$ cat src/rtl/multiplier_pkg.sv
// Shared types, parameter limits and the operand-extension helper for the
// pipelined multiplier.
//
// Contents:
//   mul_mode_t       per-transaction arithmetic mode (unsigned / signed)
//   MIN_*            lower bounds checked at elaboration by the top level
//   EXT_MAX_WIDTH    widest operand extend_operand can handle
//   extend_operand   zero- or sign-extends an operand to twice its width
package multiplier_pkg;

    typedef enum logic {
        MUL_UNSIGNED = 1'b0,
        MUL_SIGNED   = 1'b1
    } mul_mode_t;

    localparam int MIN_STAGES    = 1;
    localparam int MIN_WIDTH     = 2;
    localparam int MIN_TAG_WIDTH = 1;
    localparam int EXT_MAX_WIDTH = 64;

    // Extends a WIDTH-bit operand (right-aligned in value, upper bits zero)
    // to the full product width. The caller truncates the returned vector
    // to 2*WIDTH bits.
    function automatic logic [2*EXT_MAX_WIDTH-1:0] extend_operand(
        input logic [EXT_MAX_WIDTH-1:0] value,
        input int unsigned              width,
        input mul_mode_t                mode
    );
        logic [2*EXT_MAX_WIDTH-1:0] ext;
        ext = {{EXT_MAX_WIDTH{1'b0}}, value};
        if (mode == MUL_SIGNED && value[width-1]) begin
            ext = ext | ({(2*EXT_MAX_WIDTH){1'b1}} << width);
        end
        return ext;
    endfunction

endpackage

$ cat src/rtl/multiplier_stage.sv
// One elastic register slice of the multiplier pipeline.
//
// Ports:
//   clock_i, reset_i   rising-edge clock, synchronous active-high reset
//   valid_i, data_i    upstream slot
//   ready_o            this slice can take a new word this cycle
//   valid_o, data_o    registered slot contents
//   ready_i            downstream accepts the registered word
//
// RESET_DATA selects whether the data register is cleared by reset (only
// the slice that drives the block outputs needs it).
module multiplier_stage #(
    parameter int DATA_WIDTH = 8,
    parameter bit RESET_DATA = 1'b0
) (
    input  logic                  clock_i,
    input  logic                  reset_i,
    input  logic                  valid_i,
    input  logic [DATA_WIDTH-1:0] data_i,
    output logic                  ready_o,
    output logic                  valid_o,
    output logic [DATA_WIDTH-1:0] data_o,
    input  logic                  ready_i
);

    logic                  valid_q, valid_d;
    logic [DATA_WIDTH-1:0] data_q, data_d;

    // An empty slice always accepts, so bubbles collapse.
    assign ready_o = !valid_q || ready_i;

    always_comb begin
        valid_d = valid_q;
        data_d  = data_q;
        if (ready_o) begin
            valid_d = valid_i;
        end
        // Data only moves with a real transfer; a stalled word stays put.
        if (ready_o && valid_i) begin
            data_d = data_i;
        end
    end

    always_ff @(posedge clock_i) begin
        if (reset_i) begin
            valid_q <= 1'b0;
        end else begin
            valid_q <= valid_d;
        end
    end

    always_ff @(posedge clock_i) begin
        if (RESET_DATA && reset_i) begin
            data_q <= '0;
        end else begin
            data_q <= data_d;
        end
    end

    assign valid_o = valid_q;
    assign data_o  = data_q;

endmodule

$ cat src/rtl/pipelined_multiplier.sv
// Fully pipelined WIDTH x WIDTH integer multiplier with valid/ready
// handshakes, per-operation signed/unsigned mode and a pass-through tag.
// The exact 2*WIDTH-bit product is formed combinationally, then carried
// through STAGES elastic register slices; the last slice drives out_*.
//
// Ports:
//   clock, reset                 rising-edge clock, synchronous active-high reset
//   in_valid / in_ready          operand handshake
//   in_a, in_b, in_signed        operands and mode (1 = two's complement)
//   in_tag                       returned unchanged with the result
//   in_accumulate                (MULTIPLIER_ACCUM_EN only) add product to accumulator
//   out_valid / out_ready        result handshake
//   out_product, out_tag         result and its tag
//
// Build option: define MULTIPLIER_ACCUM_EN to add in_accumulate and a
// 2*WIDTH-bit running accumulator applied as an op enters the last slice.
module pipelined_multiplier
    import multiplier_pkg::*;
#(
    parameter int WIDTH     = 16,
    parameter int STAGES    = 3,
    parameter int TAG_WIDTH = 4
) (
    input  logic                   clock,
    input  logic                   reset,
    input  logic                   in_valid,
    output logic                   in_ready,
    input  logic [WIDTH-1:0]       in_a,
    input  logic [WIDTH-1:0]       in_b,
    input  logic                   in_signed,
    input  logic [TAG_WIDTH-1:0]   in_tag,
`ifdef MULTIPLIER_ACCUM_EN
    input  logic                   in_accumulate,
`endif
    output logic                   out_valid,
    input  logic                   out_ready,
    output logic [2*WIDTH-1:0]     out_product,
    output logic [TAG_WIDTH-1:0]   out_tag
);

    localparam int PW = 2 * WIDTH;
`ifdef MULTIPLIER_ACCUM_EN
    localparam int DW = PW + TAG_WIDTH + 1;  // {accumulate, tag, product}
`else
    localparam int DW = PW + TAG_WIDTH;      // {tag, product}
`endif

    if (STAGES < MIN_STAGES) begin : g_bad_stages
        $error("pipelined_multiplier: STAGES must be at least %0d", MIN_STAGES);
    end
    if (WIDTH < MIN_WIDTH || WIDTH > EXT_MAX_WIDTH) begin : g_bad_width
        $error("pipelined_multiplier: WIDTH out of range");
    end
    if (TAG_WIDTH < MIN_TAG_WIDTH) begin : g_bad_tag
        $error("pipelined_multiplier: TAG_WIDTH must be at least %0d", MIN_TAG_WIDTH);
    end

    // Full-precision product ahead of slice 0. Multiplying the extended
    // operands modulo 2^PW gives the exact result in both modes, including
    // (-2^(WIDTH-1))^2.
    mul_mode_t         mode;
    logic [PW-1:0]     a_ext, b_ext, prod;
    logic [DW-1:0]     head_data;

    assign mode  = in_signed ? MUL_SIGNED : MUL_UNSIGNED;
    assign a_ext = PW'(extend_operand(EXT_MAX_WIDTH'(in_a), WIDTH, mode));
    assign b_ext = PW'(extend_operand(EXT_MAX_WIDTH'(in_b), WIDTH, mode));
    assign prod  = a_ext * b_ext;

`ifdef MULTIPLIER_ACCUM_EN
    assign head_data = {in_accumulate, in_tag, prod};

    logic [PW-1:0] acc_q, acc_d;
    logic          acc_load;

    always_ff @(posedge clock) begin
        if (reset) begin
            acc_q <= '0;
        end else if (acc_load) begin
            acc_q <= acc_d;
        end
    end
`else
    assign head_data = {in_tag, prod};
`endif

    for (genvar k = 0; k < STAGES; k++) begin : g_slice
        logic          vld_in, rdy, rdy_dn, vld_q;
        logic [DW-1:0] dat_up, dat_in, dat_q;

        if (k == 0) begin : g_head
            assign vld_in = in_valid;
            assign dat_up = head_data;
        end else begin : g_link
            assign vld_in = g_slice[k-1].vld_q;
            assign dat_up = g_slice[k-1].dat_q;
        end

        if (k == STAGES - 1) begin : g_tail
            assign rdy_dn = out_ready;
`ifdef MULTIPLIER_ACCUM_EN
            // The accumulator is folded in as the op enters the last slice,
            // so updates follow acceptance order exactly.
            logic [PW-1:0] acc_sum;
            assign acc_sum  = dat_up[DW-1] ? dat_up[PW-1:0] + acc_q : dat_up[PW-1:0];
            assign dat_in   = {dat_up[DW-1:PW], acc_sum};
            assign acc_load = vld_in && rdy;
            assign acc_d    = acc_sum;
`else
            assign dat_in = dat_up;
`endif
        end else begin : g_body
            assign rdy_dn = g_slice[k+1].rdy;
            assign dat_in = dat_up;
        end

        multiplier_stage #(
            .DATA_WIDTH (DW),
            .RESET_DATA (k == STAGES - 1)
        ) u_stage (
            .clock_i (clock),
            .reset_i (reset),
            .valid_i (vld_in),
            .data_i  (dat_in),
            .ready_o (rdy),
            .valid_o (vld_q),
            .data_o  (dat_q),
            .ready_i (rdy_dn)
        );
    end

    assign in_ready    = g_slice[0].rdy;
    assign out_valid   = g_slice[STAGES-1].vld_q;
    assign out_product = g_slice[STAGES-1].dat_q[PW-1:0];
    assign out_tag     = g_slice[STAGES-1].dat_q[PW+TAG_WIDTH-1:PW];

endmodule

$ cat config.mk
export PLATFORM = sky130hd
export DESIGN_NAME = pipelined_multiplier
export DESIGN_NICKNAME = d
export VERILOG_FILES = /design/src/rtl/multiplier_pkg.sv /design/src/rtl/multiplier_stage.sv /design/src/rtl/pipelined_multiplier.sv
export SDC_FILE = /design/constraint.sdc
export NUM_CORES = 1
export LEC_CHECK = 0
export CAP_MARGIN = 20
export CORE_ASPECT_RATIO = 0.6
export CORE_MARGIN = 2
export CORE_UTILIZATION = 35
export CTS_CLUSTER_SIZE = 12
export DETAILED_ROUTE_END_ITERATION = 8
export HOLD_SLACK_MARGIN = 0.02
export SLEW_MARGIN = 40
export SYNTH_ARGS = -nofsm -noshare
export SYNTH_HDL_FRONTEND = slang
export SYNTH_HIERARCHICAL = 1
export SYNTH_SLANG_ARGS = --single-unit
$ cat constraint.sdc
create_clock -name clock -period 13.4 [get_ports clock]
set_clock_uncertainty 0.2 [all_clocks]
set_input_delay 2.68 -clock clock [delete_from_list [all_inputs] [get_ports clock]]
set_output_delay 2.68 -clock clock [all_outputs]
set_load 0.05 [all_outputs]
==> metrics, run 1 <==
worst rel slew slack=0.459; gr usage total=0.173; H-tree depth=3; worst hold stages=0; Synth cell types=66; post-DP HPWL=34900 microns; Layout area overhead=9.64%; Arrival @ worst endpoint=10.62 ns; nature of the critical path endpoint=flop; area taken by multi-input logic gates=12400 sq um; cts bufs inserted=9; Syn Std Cell Area=16900 sq um; crit path to=g_slice[0].u_stage/data_o[30]; Inserted Diodes=0; first-pass GRT wire length=67200 microns; Post-CTS Setup Repair Bufs=0; vias per inst=4.73; row count=62; hold buffer count at CTS=0; worst-path maximum fanout=23; commonest register cell after synthesis=edfxtp_1; CP Class=in -> reg; drt initial violations=768; Worst-path clk slew=0.07 ns; mean cell area of the mapped netlist=10.4 sq um; Setup crit start=in_a[15]; Final Max Slew Viols=0; Starting Density=0.354; # fillers=4710; worst slew pin tran=0.809 ns; post-synthesis instance total=1622; Die H=174 microns; FMAX=0.0940 GHz; die width=288 microns; initial antenna violation count=0; Root Buffer=clkbuf_16; Post-synth EDFFs=72; Residual DRC=0; gp weighted congestion=0.953; Vias=10900; Hold Crit Class=reg -> reg; GRT overflow=0; FF+latch count, synth=111; RSZ-0062 raised after global routing=false; Bufs on Longest Clock Path=2; startpoint types=input pin; syn nets=2125; final hold vios=0; RR Endpoint=g_slice[0].u_stage/data_o[2]; layout cells sized above 1=0.0531; final number of setup-violating endpoints=0; max cap viols=0; setup TNS=0 ns; FFs w/ async S/R, synth=0; # IOs=79; Final Cycle Share=0.794; Post-Route WL=42100 microns; vias in the first global route=11400; nets=2155; required time worst endpoint=13.38 ns; reg2reg path depth=4; Routed Antenna Nets=0; Worst-Skew Late Latency=0.34 ns; Seq/Total Area, Yosys=0.174; crit path time final=10.64 ns; die area=50100 sq um; Core Region=47800 sq um; CTS tree=done; post-DR wirelength/cell=18.3 microns; largest net degree at the start of global routing=75; setup slack, reg-to-reg=10.96 ns; warnings from Yosys=6; worst r2r src=g_slice[2].u_stage/valid_o; first drt pass iteration count=5; clock sinks=111; Resized Gates After CTS=0; register area=2940 sq um; outcome=finished, final reports clean; Buffers on Ports=78
worst min path at each step:
stage / from / to
2_1_floorplan: g_slice[0].u_stage/data_o[0] / g_slice[1].u_stage/data_o[0]
3_3_place_gp: g_slice[0].u_stage/data_o[28] / g_slice[1].u_stage/data_o[28]
3_5_place_dp: g_slice[0].u_stage/data_o[18] / g_slice[1].u_stage/data_o[18]
4_1_cts: g_slice[0].u_stage/data_o[9] / g_slice[1].u_stage/data_o[9]
5_1_grt: g_slice[0].u_stage/data_o[9] / g_slice[1].u_stage/data_o[9]
6_report: g_slice[0].u_stage/data_o[9] / g_slice[1].u_stage/data_o[9]
registers in the layout, summed over array words and instances, names as in the netlist:
name,flops
g_slice.u_stage/valid_o,3
g_slice.u_stage/data_o,108
routing by layer:
| layer | up-vias | share of wire | global-route usage | routed length (microns) |
|---|---|---|---|---|
| met4 | 0 | 0.0037 | 0.0164 | 155 |
| met3 | 15 | 0.097 | 0.0583 | 4100 |
| met2 | 312 | 0.37 | 0.223 | 15400 |
| met1 | 5466 | 0.53 | 0.282 | 22400 |
| li1 | 5069 | - | - | - |
| met5 | - | 0 | 0 | 0 |
cell type report:
type                    instances  area share
well taps                     640      0.0432
clock inverters                 6     0.00378
repair buffers                 91      0.0462
inverters                     318      0.0644
clock buffers                  10      0.0124
multi-input cells            1121       0.671
flip-flops and latches        111       0.159
placed cells by master, fill, tap and decap left out, types with 3 or more instances in the layout:
| master | n |
|---|---|
| fa_1 | 333 |
| inv_1 | 318 |
| and2_1 | 173 |
| ha_1 | 129 |
| nand2_1 | 121 |
| clkdlybuf4s50_1 | 73 |
| edfxtp_1 | 72 |
| a21oi_1 | 53 |
| xnor2_1 | 53 |
| nand3_1 | 38 |
| dfxtp_1 | 38 |
| nor2_1 | 32 |
| a21bo_1 | 22 |
| and3_1 | 21 |
| a21oi_2 | 17 |
| a21bo_2 | 14 |
| buf_4 | 14 |
| o21ai_0 | 13 |
| xor2_1 | 12 |
| a21o_1 | 10 |
| clkbuf_16 | 9 |
| nor3_1 | 8 |
| a211oi_1 | 6 |
| o21a_1 | 6 |
| nor2b_1 | 6 |
| buf_2 | 4 |
| nand2b_1 | 3 |
| o21bai_1 | 3 |
| a2111oi_0 | 3 |
| clkinvlp_4 | 3 |
| nand2b_4 | 3 |
cell families (layout without fill, tap and decap cells):
group                      after synthesis  after routing  synth area share
and+or+nand+nor                        424            424             0.135
buffers and inverters                  390            425            0.0899
xor gates and xnor gates                65             65            0.0337
AOI/OAI and AO/OA                      169            169            0.0766
muxes                                    1              1          0.000592
adders and majority gates              462            462             0.490
DFF                                    111            111             0.174
stage by stage:
stage               setup WS, ns   util  cells  instance area (sq um)  hold slack (ns)
finish                      2.76  0.388   2297                  18500            0.215
global route                2.30  0.388   2297                  18500            0.227
CTS                         2.80  0.388   2297                  18500            0.220
detailed placement          2.44  0.382   2281                  18200            0.205
global placement            2.64  0.382   2281                  18300            0.204
floorplan                   3.65      -   1622                  16900            0.200
Yosys cell counts, types with 3 or more instances:
cell / count / area share
inv_1: 318 / 0.071
edfxtp_1: 72 / 0.13
buf_6: 4 / 0.0027
buf_2: 13 / 0.0038
o21a_1: 6 / 0.0027
xnor2_1: 53 / 0.027
a21oi_1: 53 / 0.016
a21oi_2: 17 / 0.0088
o21ai_0: 13 / 0.0038
a21bo_2: 14 / 0.0083
nand2_1: 121 / 0.027
o21bai_1: 3 / 0.0013
nor3_1: 8 / 0.0024
ha_1: 129 / 0.095
and2_1: 173 / 0.064
nor2b_1: 6 / 0.0022
xor2_1: 12 / 0.0062
a21o_1: 10 / 0.0044
nand3_1: 38 / 0.011
a21bo_1: 22 / 0.013
nor2_1: 32 / 0.0071
and3_1: 21 / 0.0078
clkbuf_1: 53 / 0.012
nand2b_1: 3 / 0.0011
fa_1: 333 / 0.39
a211oi_1: 6 / 0.0027
a2111oi_0: 3 / 0.0016
dfxtp_1: 39 / 0.046
nand2b_4: 3 / 0.0024
critical path, stage by stage:
cell	delay, ns
clkdlybuf4s50_1	0.89
and2_1	0.41
nand2_1	0.20
fa_1	0.60
inv_1	0.13
fa_1	0.65
inv_1	0.14
fa_1	0.51
inv_1	0.06
fa_1	0.58
fa_1	0.46
fa_1	0.50
fa_1	0.49
inv_1	0.05
fa_1	0.50
inv_1	0.04
ha_1	0.34
nor2_1	0.08
nor2b_1	0.15
o21ai_0	0.16
or3b_2	0.49
or4_1	0.40
o211ai_1	0.10
Power of run 1 is not shown: default switching activity piles up to over one toggle a cycle in this logic, so the estimate is an artifact.
==> run 2, diff against run 1 <==
==> constraint.sdc (replaced) <==
create_clock -name clock -period 9.85 [get_ports clock]
set_clock_uncertainty 0.2 [all_clocks]
set_input_delay 1.97 -clock clock [delete_from_list [all_inputs] [get_ports clock]]
set_output_delay 1.97 -clock clock [all_outputs]
set_load 0.05 [all_outputs]
==> run 2 against run 1 <==
Net effect:
- worst hold slack better by 0.0049 ns
- die area unchanged
- first-iteration DRC count up 12%
- non-clock buffer count up 37
- critical path depth up 1
- cell area up 1.6%
- sequential share of layout area down 0.25 points
- register-to-register slack worse by 3.5 ns
- setup slack worse by 2.4 ns
- core utilization up 0.63 points
- critical path type unchanged
==> metrics, run 2 (synthesis gave the netlist of run 1 again) <==
Vias=11100 (+2.5%); commonest non-fill, non-tap cell in the layout=fa_1; crit path to=g_slice[0].u_stage/data_o[30]; crit path time final=9.46 ns; Worst-path clk slew=0.07 ns (about the same); GRT overflow=0 (unchanged); placed cells=2318 (+1.6%); RR Endpoint=g_slice[0].u_stage/data_o[27]; Starting Density=0.354 (unchanged); Arrival @ worst endpoint=9.45 ns (-1.17 ns); CTS tree=done; startpoint types=input pin; reg2reg path depth=4 (unchanged); vias in the first global route=11900 (+4.2%); first drt pass iteration count=6 (+1); Layout area overhead=11.4%; Final Cycle Share=0.961; gr usage total=0.176 (+0.00241); largest net degree at the start of global routing=75 (unchanged); FMAX=0.106 GHz; Post-CTS Setup Repair Bufs=0 (unchanged); # IOs=79 (unchanged); outcome=finished, final reports clean; Inserted Diodes=0 (unchanged); Routed Antenna Nets=0 (unchanged); H-tree depth=3 (unchanged); final hold vios=0 (unchanged); die area=50100 sq um (unchanged); first-pass GRT wire length=68100 microns (+1.3%); required time worst endpoint=9.84 ns (-3.54 ns); worst rel slew slack=0.481 (+0.0219); Post-Route WL=42200 microns (+0.20%); Core Region=47800 sq um (unchanged); gp weighted congestion=0.940 (-1.4%); Cell Count, Final, Fillers Out=2334 (+1.6%); Root Buffer=clkbuf_16; Setup crit start=in_signed; hold buffer count at CTS=0 (unchanged); Die H=174 microns (unchanged); final number of setup-violating endpoints=0 (unchanged); clock sinks=111 (unchanged); worst slew pin tran=0.779 ns (-0.0303 ns); setup TNS=0 ns (unchanged); Worst-Skew Late Latency=0.34 ns (about the same); RSZ-0062 raised after global routing=false; layout cells sized above 1=0.0714 (+0.0183); die width=288 microns (unchanged); drt initial violations=861 (+12%); Buffers on Ports=78 (unchanged); final hold slack=0.219 ns (+0.00494 ns); Final Max Slew Viols=0 (unchanged); nets=2192 (+1.7%); post-DP HPWL=36300 microns (+3.9%); design area=18800 sq um (+1.6%); nature of the critical path endpoint=flop; max cap viols=0 (unchanged); row count=62 (unchanged); vias per inst=4.77 (+0.89%); Residual DRC=0 (unchanged); placed inst area=18600 sq um (+1.7%); cts bufs inserted=9 (unchanged); Resized Gates After CTS=0 (unchanged); initial antenna violation count=0 (unchanged); CP Class=in -> reg; post-DR wirelength/cell=18.1 microns (-1.4%); setup slack, reg-to-reg=7.46 ns (-3.50 ns); worst r2r src=g_slice[2].u_stage/valid_o; worst-path maximum fanout=5 (-78%); commonest cells after routing, fill and taps aside=333 x fa_1, 318 x inv_1, 173 x and2_1; Bufs on Longest Clock Path=2 (unchanged); max reg flops=108 (unchanged); Hold Crit Class=reg -> reg
run 2: metal layers:
metal | track usage | part of all wire | up-vias | routed length, microns
met1 | 0.290 | 0.53 | 5576 | 22200
met5 | 0 | 0 | - | 0
met4 | 0.0244 | 0.0081 | 0 | 341
met2 | 0.225 | 0.36 | 396 | 15100
met3 | 0.0497 | 0.11 | 21 | 4520
li1 | - | - | 5142 | -
run 2: cell type report:
class / count / area (sq um)
Clock inverter: 6 / 61.3
Clock buffer: 10 / 229
Fill cell: 4734 / 28900
Sequential cell: 111 / 2940
Timing Repair Buffer: 128 / 1170
Inverter: 318 / 1190
Tap cell: 640 / 801
Multi-Input combinational cell: 1121 / 12400
run 2: stage by stage:
| step | setup slack [ns] | util |
|---|---|---|
| 2_1_floorplan | 0.810 | - |
| 3_3_place_gp | 0.228 | 0.388 |
| 3_5_place_dp | 0.0770 | 0.388 |
| 4_1_cts | 0.441 | 0.394 |
| 5_1_grt | 0.0601 | 0.394 |
| 6_report | 0.386 | 0.394 |
run 2: worst min path at each step:
stage | start | end | slack [ns] | cells past startpoint
6_report | g_slice[0].u_stage/data_o[29] | g_slice[1].u_stage/data_o[29] | 0.22 | 0
4_1_cts | g_slice[0].u_stage/data_o[13] | g_slice[1].u_stage/data_o[13] | 0.22 | 0
3_5_place_dp | g_slice[0].u_stage/data_o[13] | g_slice[1].u_stage/data_o[13] | 0.20 | 0
3_3_place_gp | g_slice[0].u_stage/data_o[35] | g_slice[1].u_stage/data_o[35] | 0.20 | 0
2_1_floorplan | g_slice[0].u_stage/data_o[0] | g_slice[1].u_stage/data_o[0] | 0.20 | 0
5_1_grt | g_slice[0].u_stage/data_o[29] | g_slice[1].u_stage/data_o[29] | 0.22 | 0
run 2: critical path: stages:
cell and delay, ns:
clkdlybuf4s50_1 0.49, and2_1 0.36, buf_4 0.20, nand2_1 0.12
fa_1 0.53, inv_1 0.07, fa_1 0.69, inv_1 0.17
fa_1 0.51, inv_1 0.05, fa_1 0.53, fa_1 0.45
fa_1 0.50, fa_1 0.49, inv_1 0.05, fa_1 0.50
inv_1 0.04, ha_1 0.34, nor2_1 0.09, nor2b_1 0.13
o21ai_0 0.17, or3b_2 0.49, or4_1 0.41, o211ai_1 0.09
Power of run 2 is left out for the same reason.
==> run 3, diff against run 2 <==
--- a/config.mk
+++ b/config.mk
@@ -6,7 +6,6 @@
 export NUM_CORES = 1
 export LEC_CHECK = 0
 export CAP_MARGIN = 20
-export CORE_ASPECT_RATIO = 0.6
 export CORE_MARGIN = 2
 export CORE_UTILIZATION = 35
 export CTS_CLUSTER_SIZE = 12
==> run 3 against run 2 <==
Net effect:
- sequential cell count stayed put
- worst hold slack worse by 0.0092 ns
- register-to-register slack worse by 0.03 ns
- cell area fell by 0.30%
- core utilization decreased by 0.085 points
- critical endpoint is now g_slice[0].u_stage/data_o[28]
==> metrics, run 3 (synthesis gave the netlist of run 1 again) <==
outcome=finished, final reports clean; nature of the critical path endpoint=flop; post-DP HPWL=34300 microns (-5.5%); Final Cycle Share=0.950 (-0.0105); post-DR wirelength/cell=17.4 microns (-3.9%); post-route setup slack=0.490 ns (+0.104 ns); # fillers=4674 (-1.3%); gr usage total=0.168 (-0.00759); Critical Path Max Stage Delay=0.61 ns (-0.08 ns); row count=80 (+29%); commonest cells after routing, fill and taps aside=333 x fa_1, 318 x inv_1, 173 x and2_1; startpoint types=input pin; cts bufs inserted=9 (unchanged); Buffers on Ports=78 (unchanged); Resized Gates After CTS=0 (unchanged); die width=224 microns (-22%); worst-path maximum fanout=7 (+2); Root Buffer=clkbuf_16; worst r2r src=g_slice[2].u_stage/valid_o; Final Max Slew Viols=0 (unchanged); final number of setup-violating endpoints=0 (unchanged); area taken by multi-input logic gates=12400 sq um (unchanged); Starting Density=0.354 (about the same); CP delay by family, top=adder cells; Residual DRC=0 (unchanged); max reg flops=108 (unchanged); RR Endpoint=g_slice[0].u_stage/data_o[8]; Hold Crit Class=reg -> reg; Bufs on Longest Clock Path=2 (unchanged); first-pass GRT wire length=66500 microns (-2.3%); crit path cell chain=clkdlybuf4s50_1 > and2_1 > nand2_1 > inv_1 > fa_1 > fa_1 > fa_1 > inv_1 > fa_1 > inv_1 > fa_1 > inv_1 > fa_1 > inv_1 > fa_1 > fa_1 > ha_1 > inv_1 > o21bai_1 > a21oi_1 > a211oi_1 > a21oi_2 > or4_1 > o311ai_2; reg2reg path depth=4 (unchanged); CTS tree=done; hold buffer count at CTS=0 (unchanged); setup slack, reg-to-reg=7.43 ns (-0.03 ns); Post-CTS Setup Repair Bufs=0 (unchanged); Worst path slowest cell=clkdlybuf4s50_1; FMAX=0.107 GHz (+1.1%); Worst-Skew Late Latency=0.35 ns (about the same); largest net degree at the start of global routing=75 (unchanged); Core Region=47700 sq um (about the same); Worst Path Buf+Inv=7 (unchanged); initial antenna violation count=0 (unchanged); RSZ-0062 raised after global routing=false; clock sinks=111 (unchanged); Inserted Diodes=0 (unchanged); Worst-path clk slew=0.08 ns (about the same); die area=50100 sq um (-0.12%); Worst Hold End=g_slice[1].u_stage/data_o[11]; gp weighted congestion=0.906 (-3.7%); layout cells sized above 1=0.0687 (-0.00275); first drt pass iteration count=5 (-1); Routed Antenna Nets=0 (unchanged); Arrival @ worst endpoint=9.33 ns (-0.12 ns); final hold vios=0 (unchanged); crit path time final=9.36 ns (-0.104 ns); GRT overflow=0 (unchanged); worst slew pin tran=0.808 ns (+0.0287 ns); worst rel slew slack=0.460 (-0.0208); Top cell by count, worst path=fa_1; max cap viols=0 (unchanged); worst hold stages=0 (unchanged); nets=2187 (-0.23%); required time worst endpoint=9.82 ns (-0.02 ns); Hold Startpoint=g_slice[0].u_stage/data_o[11]; commonest non-fill, non-tap cell in the layout=fa_1; Layout area overhead=11.1%; drt initial violations=604 (-30%); # IOs=79 (unchanged); Vias=11200 (+0.81%); Post-Route WL=40000 microns (-5.1%); vias in the first global route=12500 (+4.9%); CP Class=in -> reg; dpl ws=0.156 ns (+0.0791 ns); vias per inst=4.87 (+2.1%); Die H=224 microns (+28%); H-tree depth=3 (unchanged); register area=2940 sq um (unchanged); setup TNS=0 ns (unchanged)
[run 3: cell types whose count changed in the layout (fill, tap and decap cells not counted)]
cell and delta:
buf_12 -1, buf_4 -4, clkbuf_1 -1, clkinv_1 +1, clkinv_2 -3, clkinv_4 +1, clkinv_8 +1, clkinvlp_4 -1
inv_8 +2
[run 3: how the worst max path moves through the flow]
stage          startpoint                             to  slack (ns)  cells after the start
4_1_cts         in_signed  g_slice[0].u_stage/data_o[31]        0.53                     24
5_1_grt         in_signed  g_slice[0].u_stage/data_o[28]        0.11                     19
3_3_place_gp    in_signed  g_slice[0].u_stage/data_o[28]        0.29                     19
6_report        in_signed  g_slice[0].u_stage/data_o[28]        0.49                     24
2_1_floorplan   in_signed  g_slice[0].u_stage/data_o[30]        0.81                     24
3_5_place_dp    in_signed  g_slice[0].u_stage/data_o[28]        0.16                     19
[run 3: metal layers]
metal,wire length [microns],track usage,vias up,share of wire
li1,-,-,5130,-
met5,0,0,-,0
met2,19500,0.294,248,0.49
met4,810,0.0404,0,0.020
met1,18100,0.223,5796,0.45
met3,1720,0.0188,51,0.043
[run 3: cell type report]
cell class,count,area share
multi-input cells,1121,0.663
flip-flops and latches,111,0.157
inverters,318,0.0635
repair buffers,123,0.0594
well taps,615,0.0410
clock buffers,9,0.0120
clock inverters,7,0.00480
[run 3: through the flow]
step / util / hold WS (ns) / instances / instance area [sq um]
after floorplan: - / 0.200 / 1622 / 16900
after global placement: 0.387 / 0.204 / 2288 / 18500
after detailed placement: 0.387 / 0.205 / 2288 / 18500
after CTS: 0.393 / 0.209 / 2304 / 18800
after global routing: 0.393 / 0.212 / 2304 / 18800
final: 0.393 / 0.210 / 2304 / 18800
[run 3: worst reg2reg max path, cell delays in order (launching register included)]
cell	delay (ns)
dfxtp_1	0.33
nand2b_4	0.57
nand2b_4	0.32
nand2b_4	0.14
and2_4	0.45
Power of run 3 is left out for the same reason.
